File: src/rtl/aes_dec_cbc_ctrl_if.sv
// Bundle of the upstream ciphertext stream, the AES core handshake and the plaintext stream.
// The slave modport is the controller's view; the master modport is the surrounding environment.
interface aes_dec_cbc_ctrl_if;
    localparam int unsigned DW = 128;
    localparam int unsigned CW = 16;

    // IV loading
    logic          iv_load;
    logic [DW-1:0] iv;

    // ciphertext input stream
    logic          s_valid;
    logic          s_ready;
    logic [DW-1:0] s_ctxt;
    logic          s_last;

    // iterative decrypt core
    logic          core_rst;
    logic [DW-1:0] core_ctxt;
    logic          core_done;
    logic [DW-1:0] core_ptxt;

    // plaintext output stream
    logic          m_valid;
    logic          m_ready;
    logic [DW-1:0] m_ptxt;
    logic          m_last;

    // status
    logic          err_timeout;
    logic [CW-1:0] blk_cnt;

    modport slave (
        input  iv_load,
        input  iv,
        input  s_valid,
        input  s_ctxt,
        input  s_last,
        input  core_done,
        input  core_ptxt,
        input  m_ready,
        output s_ready,
        output core_rst,
        output core_ctxt,
        output m_valid,
        output m_ptxt,
        output m_last,
        output err_timeout,
        output blk_cnt
    );

    modport master (
        output iv_load,
        output iv,
        output s_valid,
        output s_ctxt,
        output s_last,
        output core_done,
        output core_ptxt,
        output m_ready,
        input  s_ready,
        input  core_rst,
        input  core_ctxt,
        input  m_valid,
        input  m_ptxt,
        input  m_last,
        input  err_timeout,
        input  blk_cnt
    );
endinterface

File: src/rtl/aes_dec_cbc_ctrl.sv
// CBC-mode decrypt controller around an iterative AES decrypt core: sequences one block
// at a time, XORs the core result with the chain value and tracks IV/chain state per message.
module aes_dec_cbc_ctrl #(
    parameter int unsigned TIMEOUT = 32
) (
    input  logic              clk,
    input  logic              reset,
    aes_dec_cbc_ctrl_if.slave bus
);
    localparam int unsigned DW = 128;
    localparam int unsigned CW = 16;
    localparam int unsigned WW = $clog2(TIMEOUT + 1);

    // Done pulses seen in the first two WAIT cycles may belong to the previous block.
    localparam int unsigned STALE_CYCLES = 2;

    typedef enum logic [1:0] {
        IDLE  = 2'd0,
        START = 2'd1,
        WAIT  = 2'd2,
        OUT   = 2'd3
    } state_t;

    state_t        state;
    state_t        state_nxt;

    logic [DW-1:0] iv_q;
    logic [DW-1:0] chain_q;
    logic [DW-1:0] core_ctxt_q;
    logic [DW-1:0] m_ptxt_q;
    logic          last_q;
    logic          m_last_q;
    logic          err_q;
    logic          core_rst_q;
    logic [CW-1:0] blk_cnt_q;
    logic [WW-1:0] wait_cnt;

    logic          done_ok;
    logic          wait_expired;
    logic          s_ready_c;
    logic          m_valid_c;

    // A done only counts once the stale window after core_rst has passed.
    assign done_ok      = (state == WAIT) && bus.core_done &&
                          (wait_cnt >= WW'(STALE_CYCLES));
    assign wait_expired = (state == WAIT) && !done_ok &&
                          (wait_cnt == WW'(TIMEOUT - 1));

    // State register
    always_ff @(posedge clk or posedge reset) begin
        if (reset) begin
            state <= IDLE;
        end else begin
            state <= state_nxt;
        end
    end

    // Next-state logic
    always_comb begin
        state_nxt = state;
        case (state)
            IDLE: begin
                if (bus.s_valid) begin
                    state_nxt = START;
                end
            end
            START: begin
                state_nxt = WAIT;
            end
            WAIT: begin
                if (done_ok) begin
                    state_nxt = OUT;
                end else if (wait_expired) begin
                    state_nxt = IDLE;
                end
            end
            OUT: begin
                if (bus.m_ready) begin
                    state_nxt = IDLE;
                end
            end
            default: begin
                state_nxt = IDLE;
            end
        endcase
    end

    // Handshake outputs decoded from state alone
    always_comb begin
        s_ready_c = 1'b0;
        m_valid_c = 1'b0;
        case (state)
            IDLE:    s_ready_c = 1'b1;
            OUT:     m_valid_c = 1'b1;
            default: begin
                s_ready_c = 1'b0;
                m_valid_c = 1'b0;
            end
        endcase
    end

    // Datapath and status registers
    always_ff @(posedge clk or posedge reset) begin
        if (reset) begin
            iv_q        <= '0;
            chain_q     <= '0;
            core_ctxt_q <= '0;
            m_ptxt_q    <= '0;
            last_q      <= 1'b0;
            m_last_q    <= 1'b0;
            err_q       <= 1'b0;
            core_rst_q  <= 1'b1;
            blk_cnt_q   <= '0;
            wait_cnt    <= '0;
        end else begin
            core_rst_q <= (state_nxt == START);

            // IV load lands first so a block accepted on the same edge chains from it.
            if (state == IDLE) begin
                if (bus.iv_load) begin
                    iv_q    <= bus.iv;
                    chain_q <= bus.iv;
                end
                if (bus.s_valid) begin
                    core_ctxt_q <= bus.s_ctxt;
                    last_q      <= bus.s_last;
                end
            end

            if (state == START) begin
                wait_cnt <= '0;
            end else if (state == WAIT) begin
                wait_cnt <= wait_cnt + WW'(1);
            end

            // After the last block of a message the chain restarts from the IV.
            if (done_ok) begin
                m_ptxt_q <= bus.core_ptxt ^ chain_q;
                m_last_q <= last_q;
                chain_q  <= last_q ? iv_q : core_ctxt_q;
            end

            if (wait_expired) begin
                err_q <= 1'b1;
            end

            if ((state == OUT) && bus.m_ready) begin
                blk_cnt_q <= blk_cnt_q + CW'(1);
            end
        end
    end

    assign bus.s_ready     = s_ready_c;
    assign bus.m_valid     = m_valid_c;
    assign bus.core_rst    = core_rst_q;
    assign bus.core_ctxt   = core_ctxt_q;
    assign bus.m_ptxt      = m_ptxt_q;
    assign bus.m_last      = m_last_q;
    assign bus.err_timeout = err_q;
    assign bus.blk_cnt     = blk_cnt_q;

endmodule

File: src/flat_wrapper.sv
// flat-port wrapper written by rule: the top's interface ports become plain ports
module aes_dec_cbc_ctrl_flat 
#(
    parameter int unsigned TIMEOUT = 32
)
  (clk, reset, bus_iv_load, bus_iv, bus_s_valid, bus_s_ctxt, bus_s_last, bus_core_done, bus_core_ptxt, bus_m_ready, bus_s_ready, bus_core_rst, bus_core_ctxt, bus_m_valid, bus_m_ptxt, bus_m_last, bus_err_timeout, bus_blk_cnt);
  aes_dec_cbc_ctrl_if bus_i ();
  input  logic clk;
  input  logic reset;
  input wire logic [$bits(bus_i.iv_load)-1:0] bus_iv_load;
  input wire logic [$bits(bus_i.iv)-1:0] bus_iv;
  input wire logic [$bits(bus_i.s_valid)-1:0] bus_s_valid;
  input wire logic [$bits(bus_i.s_ctxt)-1:0] bus_s_ctxt;
  input wire logic [$bits(bus_i.s_last)-1:0] bus_s_last;
  input wire logic [$bits(bus_i.core_done)-1:0] bus_core_done;
  input wire logic [$bits(bus_i.core_ptxt)-1:0] bus_core_ptxt;
  input wire logic [$bits(bus_i.m_ready)-1:0] bus_m_ready;
  output wire logic [$bits(bus_i.s_ready)-1:0] bus_s_ready;
  output wire logic [$bits(bus_i.core_rst)-1:0] bus_core_rst;
  output wire logic [$bits(bus_i.core_ctxt)-1:0] bus_core_ctxt;
  output wire logic [$bits(bus_i.m_valid)-1:0] bus_m_valid;
  output wire logic [$bits(bus_i.m_ptxt)-1:0] bus_m_ptxt;
  output wire logic [$bits(bus_i.m_last)-1:0] bus_m_last;
  output wire logic [$bits(bus_i.err_timeout)-1:0] bus_err_timeout;
  output wire logic [$bits(bus_i.blk_cnt)-1:0] bus_blk_cnt;
  assign bus_i.iv_load = bus_iv_load;
  assign bus_i.iv = bus_iv;
  assign bus_i.s_valid = bus_s_valid;
  assign bus_i.s_ctxt = bus_s_ctxt;
  assign bus_i.s_last = bus_s_last;
  assign bus_i.core_done = bus_core_done;
  assign bus_i.core_ptxt = bus_core_ptxt;
  assign bus_i.m_ready = bus_m_ready;
  assign bus_s_ready = bus_i.s_ready;
  assign bus_core_rst = bus_i.core_rst;
  assign bus_core_ctxt = bus_i.core_ctxt;
  assign bus_m_valid = bus_i.m_valid;
  assign bus_m_ptxt = bus_i.m_ptxt;
  assign bus_m_last = bus_i.m_last;
  assign bus_err_timeout = bus_i.err_timeout;
  assign bus_blk_cnt = bus_i.blk_cnt;
  aes_dec_cbc_ctrl #(.TIMEOUT(TIMEOUT)) u_core (.clk(clk), .reset(reset), .bus(bus_i));
endmodule
File: config.mk
export PLATFORM = sky130hd
export DESIGN_NAME = aes_dec_cbc_ctrl_flat
export DESIGN_NICKNAME = d
export VERILOG_FILES = /design/src/rtl/aes_dec_cbc_ctrl_if.sv /design/src/rtl/aes_dec_cbc_ctrl.sv /design/src/flat_wrapper.sv
export SDC_FILE = /design/constraint.sdc
export NUM_CORES = 1
export LEC_CHECK = 0
export CAP_MARGIN = 20
export CORE_AREA = 2 2 257 259
export DETAILED_ROUTE_END_ITERATION = 8
export DIE_AREA = 0 0 259 261
export PLACE_DENSITY = 0.64
export SLEW_MARGIN = 0
export SYNTH_ARGS = -nofsm -noshare
export SYNTH_HDL_FRONTEND = slang
export SYNTH_SLANG_ARGS = --single-unit
File: constraint.sdc
create_clock -name clk -period 17.5 [get_ports clk]
set_clock_uncertainty 0.1 [all_clocks]
set_input_delay 2.625 -clock clk [delete_from_list [all_inputs] [get_ports clk]]
set_output_delay 2.625 -clock clk [all_outputs]
set_load 0.005 [all_outputs]
## After elaboration in Yosys (flattened, before gate mapping)

Index checks and enable logic that the tools add are counted.

| cells by class | value |
|---|---|
| add/subtract/negate cells | 2 |
| $lt $le $gt $ge | 1 |
| eq/ne operators | 5 |
| mux-type cells | 13 |
| bitwise logic cells | 1 |
| reduce and logical (&&, ||, !) cells | 13 |

Operator list:

| cell | number |
|---|---|
| $mux W128 | 4 |
| $xor A128 B128 Y128 | 1 |
| $add A16 B1 Y16 const B | 1 |
| $mux W6 | 2 |
| $mux W2 | 4 |
| $pmux W2 S4 | 1 |
| $add A6 B1 Y6 const B | 1 |
| $eq A6 B5 Y1 const B | 1 |
| $ge A6 B2 Y1 const B | 1 |
| $reduce_and A2 Y1 | 3 |
| $reduce_bool A2 Y1 | 3 |
| $logic_and A1 B1 Y1 | 5 |
| $eq A2 B1 Y1 const B | 2 |
| $eq A2 B2 Y1 const B | 2 |
| $logic_not A2 Y1 | 1 |
| $mux W1 | 2 |
| $logic_not A1 Y1 | 1 |

| word-level totals | value |
|---|---|
| flip-flop bits (word level) | 540 |
| bits of input ports | 391 |
| output and inout port bits | 277 |
| word-level logic and storage cells | 46 |

## Depth between registers and ports, before layout

| logic depth | value |
|---|---|
| depth after elaboration | 10 |
| gate-level depth with buffers | 9 |
| mapped depth without buffers | 6 |

## Worst setup path before layout

Ideal clock, no wire load.

| timing | value |
|---|---|
| path kind | input -> register |
| start point | input bus_s_valid |
| end point | register u_core.core_ctxt_q[0] (netlist: u_core.bus.core_ctxt[0]) |
| setup time | 0.125 ns |
| arrival | 3.817 ns |
| data required time | 17.275 ns |
| setup slack | 13.458 ns |
| stages on the path | 5 |
| buffers on the path | 3 |
| cell sequence | and2_1 clkbuf_1 clkbuf_1 clkbuf_1 mux2_2 |

| on the way | value |
|---|---|
| word-level cells in the longest chain between the ends | 1 |

RTL lines:

| what | line | text |
|---|---|---|
| from (decl) | flat_wrapper.sv:12 | `input wire logic [$bits(bus_i.s_valid)-1:0] bus_s_valid;` |
| $reduce_and A2 Y1 (no source line) | n/a |  |
| to (signal assigned) | aes_dec_cbc_ctrl.sv:125 | `core_ctxt_q <= bus.s_ctxt;` |
| to (decl) | aes_dec_cbc_ctrl.sv:29 | `logic [DW-1:0] core_ctxt_q;` |

Every way passes these cells.
A chain may end at the register's enable or synchronous reset.

==> impl_metrics.env <==
export IMPL_first_global_vias=18100
export IMPL_totalNegativeSetupSlack_ns=0
export IMPL_grt_overflow_total=0
export IMPL_synth_seq_cells=540
export IMPL_clock_root_buffer="clkbuf_16"
export IMPL_power_frac_seq=0.407
export IMPL_setup_viol=0
export IMPL_synth_largest_type_area_fraction=0.583
export IMPL_comb_power_share=0.371
export IMPL_io_port_bufs=667
export IMPL_worst_path_dominant_cell_family="buffers and inverters"
export IMPL_pwr_density_cell_nw_per_um2=178
export IMPL_grt_pass1_wl_mm=111
export IMPL_grt_total_usage=0.212
export IMPL_dr_pass1_iters=5
export IMPL_slew_violations=0
export IMPL_placeableCoreArea_um2=65000
export IMPL_worstSkewPairLatency_ns=0.61
export IMPL_largest_net_degree_at_the_start_of_global_routing=176
export IMPL_core_rowCount=94
export IMPL_cp_start_kind="primary input"
export IMPL_cts_post_setup_buffers_inserted=0
export IMPL_synthesis_nets=2337
export IMPL_detail_route_drc_violations=0
export IMPL_netlist_cell_type_count=46
export IMPL_grt_met1_usage=0.272
export IMPL_antenna_found_initial=4
export IMPL_postCtsHoldBufs=0
export IMPL_sw_frac_of_total=0.331
export IMPL_die_width_um=259
export IMPL_worst_path_largest_cell_delay_ns=0.84
export IMPL_yosys_top_cells_area="dfrtp_1 (58%), mux2_2 (6.3%), mux2i_1 (5.6%), xnor2_1 (5.2%), a211oi_1 (4.2%)"
export IMPL_gp_congestion=0.821
export IMPL_synthesis_yosys_warnings=0
export IMPL_cts_h_tree_depth=2
export IMPL_critical_path_max_fanout=171
export IMPL_synth_flop_cell="dfrtp_1"
export IMPL_async_flop_share=1.00
export IMPL_post_route_cells_drive_above_1_share=0.101
export IMPL_groute_layer_met2_usage=0.369
export IMPL_static_leakage_power_nw=14.7
export IMPL_path_cells="clkdlybuf4s50_1 > clkinvlp_4 > buf_12 > buf_4 > buf_4"
export IMPL_number_of_buffers_created_by_cts=60
export IMPL_finalCriticalPeriod_ns=5.27
export IMPL_chipHeight_um=261
export IMPL_postCtsResizedCells=0
export IMPL_cp_slowest_cell="buf_4"
export IMPL_timing_critical_path_to_type="asynchronous set/reset pin"
export IMPL_route_final_wire_length_mm=73.7
export IMPL_timing_hold_violations_final=0
export IMPL_initial_utilization=0.356
export IMPL_fp_dieArea_um2=67600
export IMPL_avgSynthCellArea_um2=11.9
export IMPL_post_synthesis_sequential_area_ratio=0.584
export IMPL_nNetsFinal=2940
export IMPL_worst_path_most_repeated_cell="buf_4"
export IMPL_num_clock_sinks=540
export IMPL_via_count_normalized_by_instance_count=5.07
export IMPL_cts_path_max_buffers=3
export IMPL_required_arrival_time_at_the_worst_endpoint_ns=18.01
export IMPL_clk_transition_reported_paths_ns=0.06
export IMPL_routed_wl_per_cell_um=21.3
export IMPL_mappedNetlistArea_um2=23100
export IMPL_grt_setup_unrepaired="false"
export IMPL_first_iter_violations=919
export IMPL_share_clk_of_total_power=0.222
export IMPL_synth_commonest_cells="dfrtp_1 (539), nand2_1 (144), xnor2_1 (138)"
export IMPL_path_class="primary input to asynchronous set/reset pin"
export IMPL_critical_path_arrival_ns=5.77
export IMPL_run_status="finished clean"
export IMPL_num_vias=17500
export IMPL_gr_max_usage_layer="met2"
export IMPL_final_worst_path_period_share=0.301
export IMPL_grt_met3_usage=0.0348
export IMPL_tightest_slew_ns=1.09
export IMPL_drtAntennaViolNets=0
export IMPL_place_hpwl_mm=51.0
export IMPL_vdd_ir_drop_max_uv=96.4
export IMPL_cts_tree="yes"
export IMPL_pin_count=668
export IMPL_path_type_of_the_worst_min_delay_path="flip-flop to flip-flop"
export IMPL_synthDominantAreaCellType="dfrtp_1"
export IMPL_most_common_cell_in_the_synthesized_netlist="dfrtp_1"
export IMPL_switchingPower_mw=1.91
export IMPL_achievable_frequency_mhz=190
export IMPL_final_core_utilization=0.501
export IMPL_areaGrowthSynthToFinish_pct=40.7
export IMPL_max_slew_margin=0.276
export IMPL_number_of_enable_type_register_cells_in_the_synthesized_netlist=0
export IMPL_critical_path_buf_inv_count=5
export IMPL_drv_cap=0
export IMPL_p_int_mw=3.87
export IMPL_syn_inst=1939
[layout make-up]
class	count	area [um^2]
Clock inverter	20	199
Tap cell	864	1080
Clock buffer	92	1840
Antenna cell	4	10.0
Multi-Input combinational cell	1247	9040
Inverter	8	33.8
Timing Repair Buffer	685	6850
Fill cell	5702	32500
Sequential cell	540	13500
[worst reg2reg max path, stage by stage (launching register included)]
cell	delay, ns
dfrtp_1	0.45
inv_1	0.18
ha_4	0.60
buf_4	0.72
nand2_4	0.78
buf_4	0.65
a211oi_1	0.49
a21oi_1	0.07
[power groups by stage]
stage	combinational, mW	sequential [mW]	clock, mW
4_1_cts	2.18	2.35	1.31
2_1_floorplan	1.19	2.21	0
5_1_grt	2.34	2.42	1.37
6_report	2.15	2.35	1.28
3_3_place_gp	2.11	2.35	0
3_5_place_dp	2.17	2.37	0
[final timing paths]
| path | slack (ns) | end | start | cells past startpoint |
|---|---|---|---|---|
| setup / recovery | 12.23 | u_core.bus.core_ctxt[46]$_DFFE_PP0P_ | reset | 5 |
| hold / removal | 0.37 | u_core.iv_q[80]$_DFFE_PP0P_ | u_core.iv_q[80]$_DFFE_PP0P_ | 1 |
| setup reg to reg | 13.28 | u_core.chain_q[116]$_DFFE_PP0P_ | u_core.state[0]$_DFF_PP0_ | 7 |
| hold reg to reg | 0.37 | u_core.iv_q[80]$_DFFE_PP0P_ | u_core.iv_q[80]$_DFFE_PP0P_ | 1 |
| max in group clk | 12.26 | bus_s_ready | u_core.state[0]$_DFF_PP0_ | 3 |
| min in group asynchronous | 2.52 | u_core.bus.core_ctxt[98]$_DFFE_PP0P_ | reset | 3 |
[state kept, by name (all words and copies together), names as in the netlist]
register and count:
u_core.chain_q 128, u_core.last_q 1, u_core.iv_q 128, u_core.state 2, u_core.bus.core_rst 1, u_core.bus.m_ptxt 128
u_core.wait_cnt 6, u_core.bus.m_last 1, u_core.bus.err_timeout 1, u_core.bus.core_ctxt 128, u_core.bus.blk_cnt 16
[kinds of logic (layout without fill, tap and decap cells)]
family	Yosys count	count (layout)	synth area share
compound gates	533	533	0.146
xor+xnor	143	143	0.0541
fa+ha+maj	7	7	0.00378
buf+inv	152	805	0.0273
flops	540	540	0.584
mux	259	259	0.119
other cells	0	4	0
simple gates	305	305	0.0662
[routing by layer]
layer,vias up,part of all wire
li1,8143,-
met1,8854,0.42
met2,433,0.51
met3,99,0.048
met4,0,0.025
met5,-,0
[cells in the final DEF, fill, tap and decap left out, drive strengths merged, types with 2 or more instances in the layout]
cell type and instances:
nor2 6, o211ai 2, o31ai 3, a21o 128
mux2 130, clkinvlp 3, ha 7, nand2 144
and3 130, clkbuf 93, mux2i 129, a21oi 129
nor3 2, buf 18, xor2 5, inv 9
diode 4, xnor2 138, nand2b 2, bufinv 3
nor2b 2, nand3 9, a211oi 128, nand4 3
o21ai 133, clkinv 13, dfrtp 539, clkdlybuf4s50 666
[stage by stage]
step | cell area [um^2] | hold slack [ns] | setup WS [ns] | power [mW] | instances
finish | 32600 | 0.372 | 12.23 | 5.78 | 3460
global route | 32600 | 0.388 | 11.81 | 6.13 | 3460
CTS | 32600 | 0.378 | 12.17 | 5.85 | 3455
detailed placement | 30500 | 0.365 | 11.56 | 4.54 | 3343
global placement | 30500 | 0.358 | 11.61 | 4.46 | 3343
floorplan | 23200 | 0.349 | 7.43 | 3.40 | 1939
(Power assumes the default switching activity.)
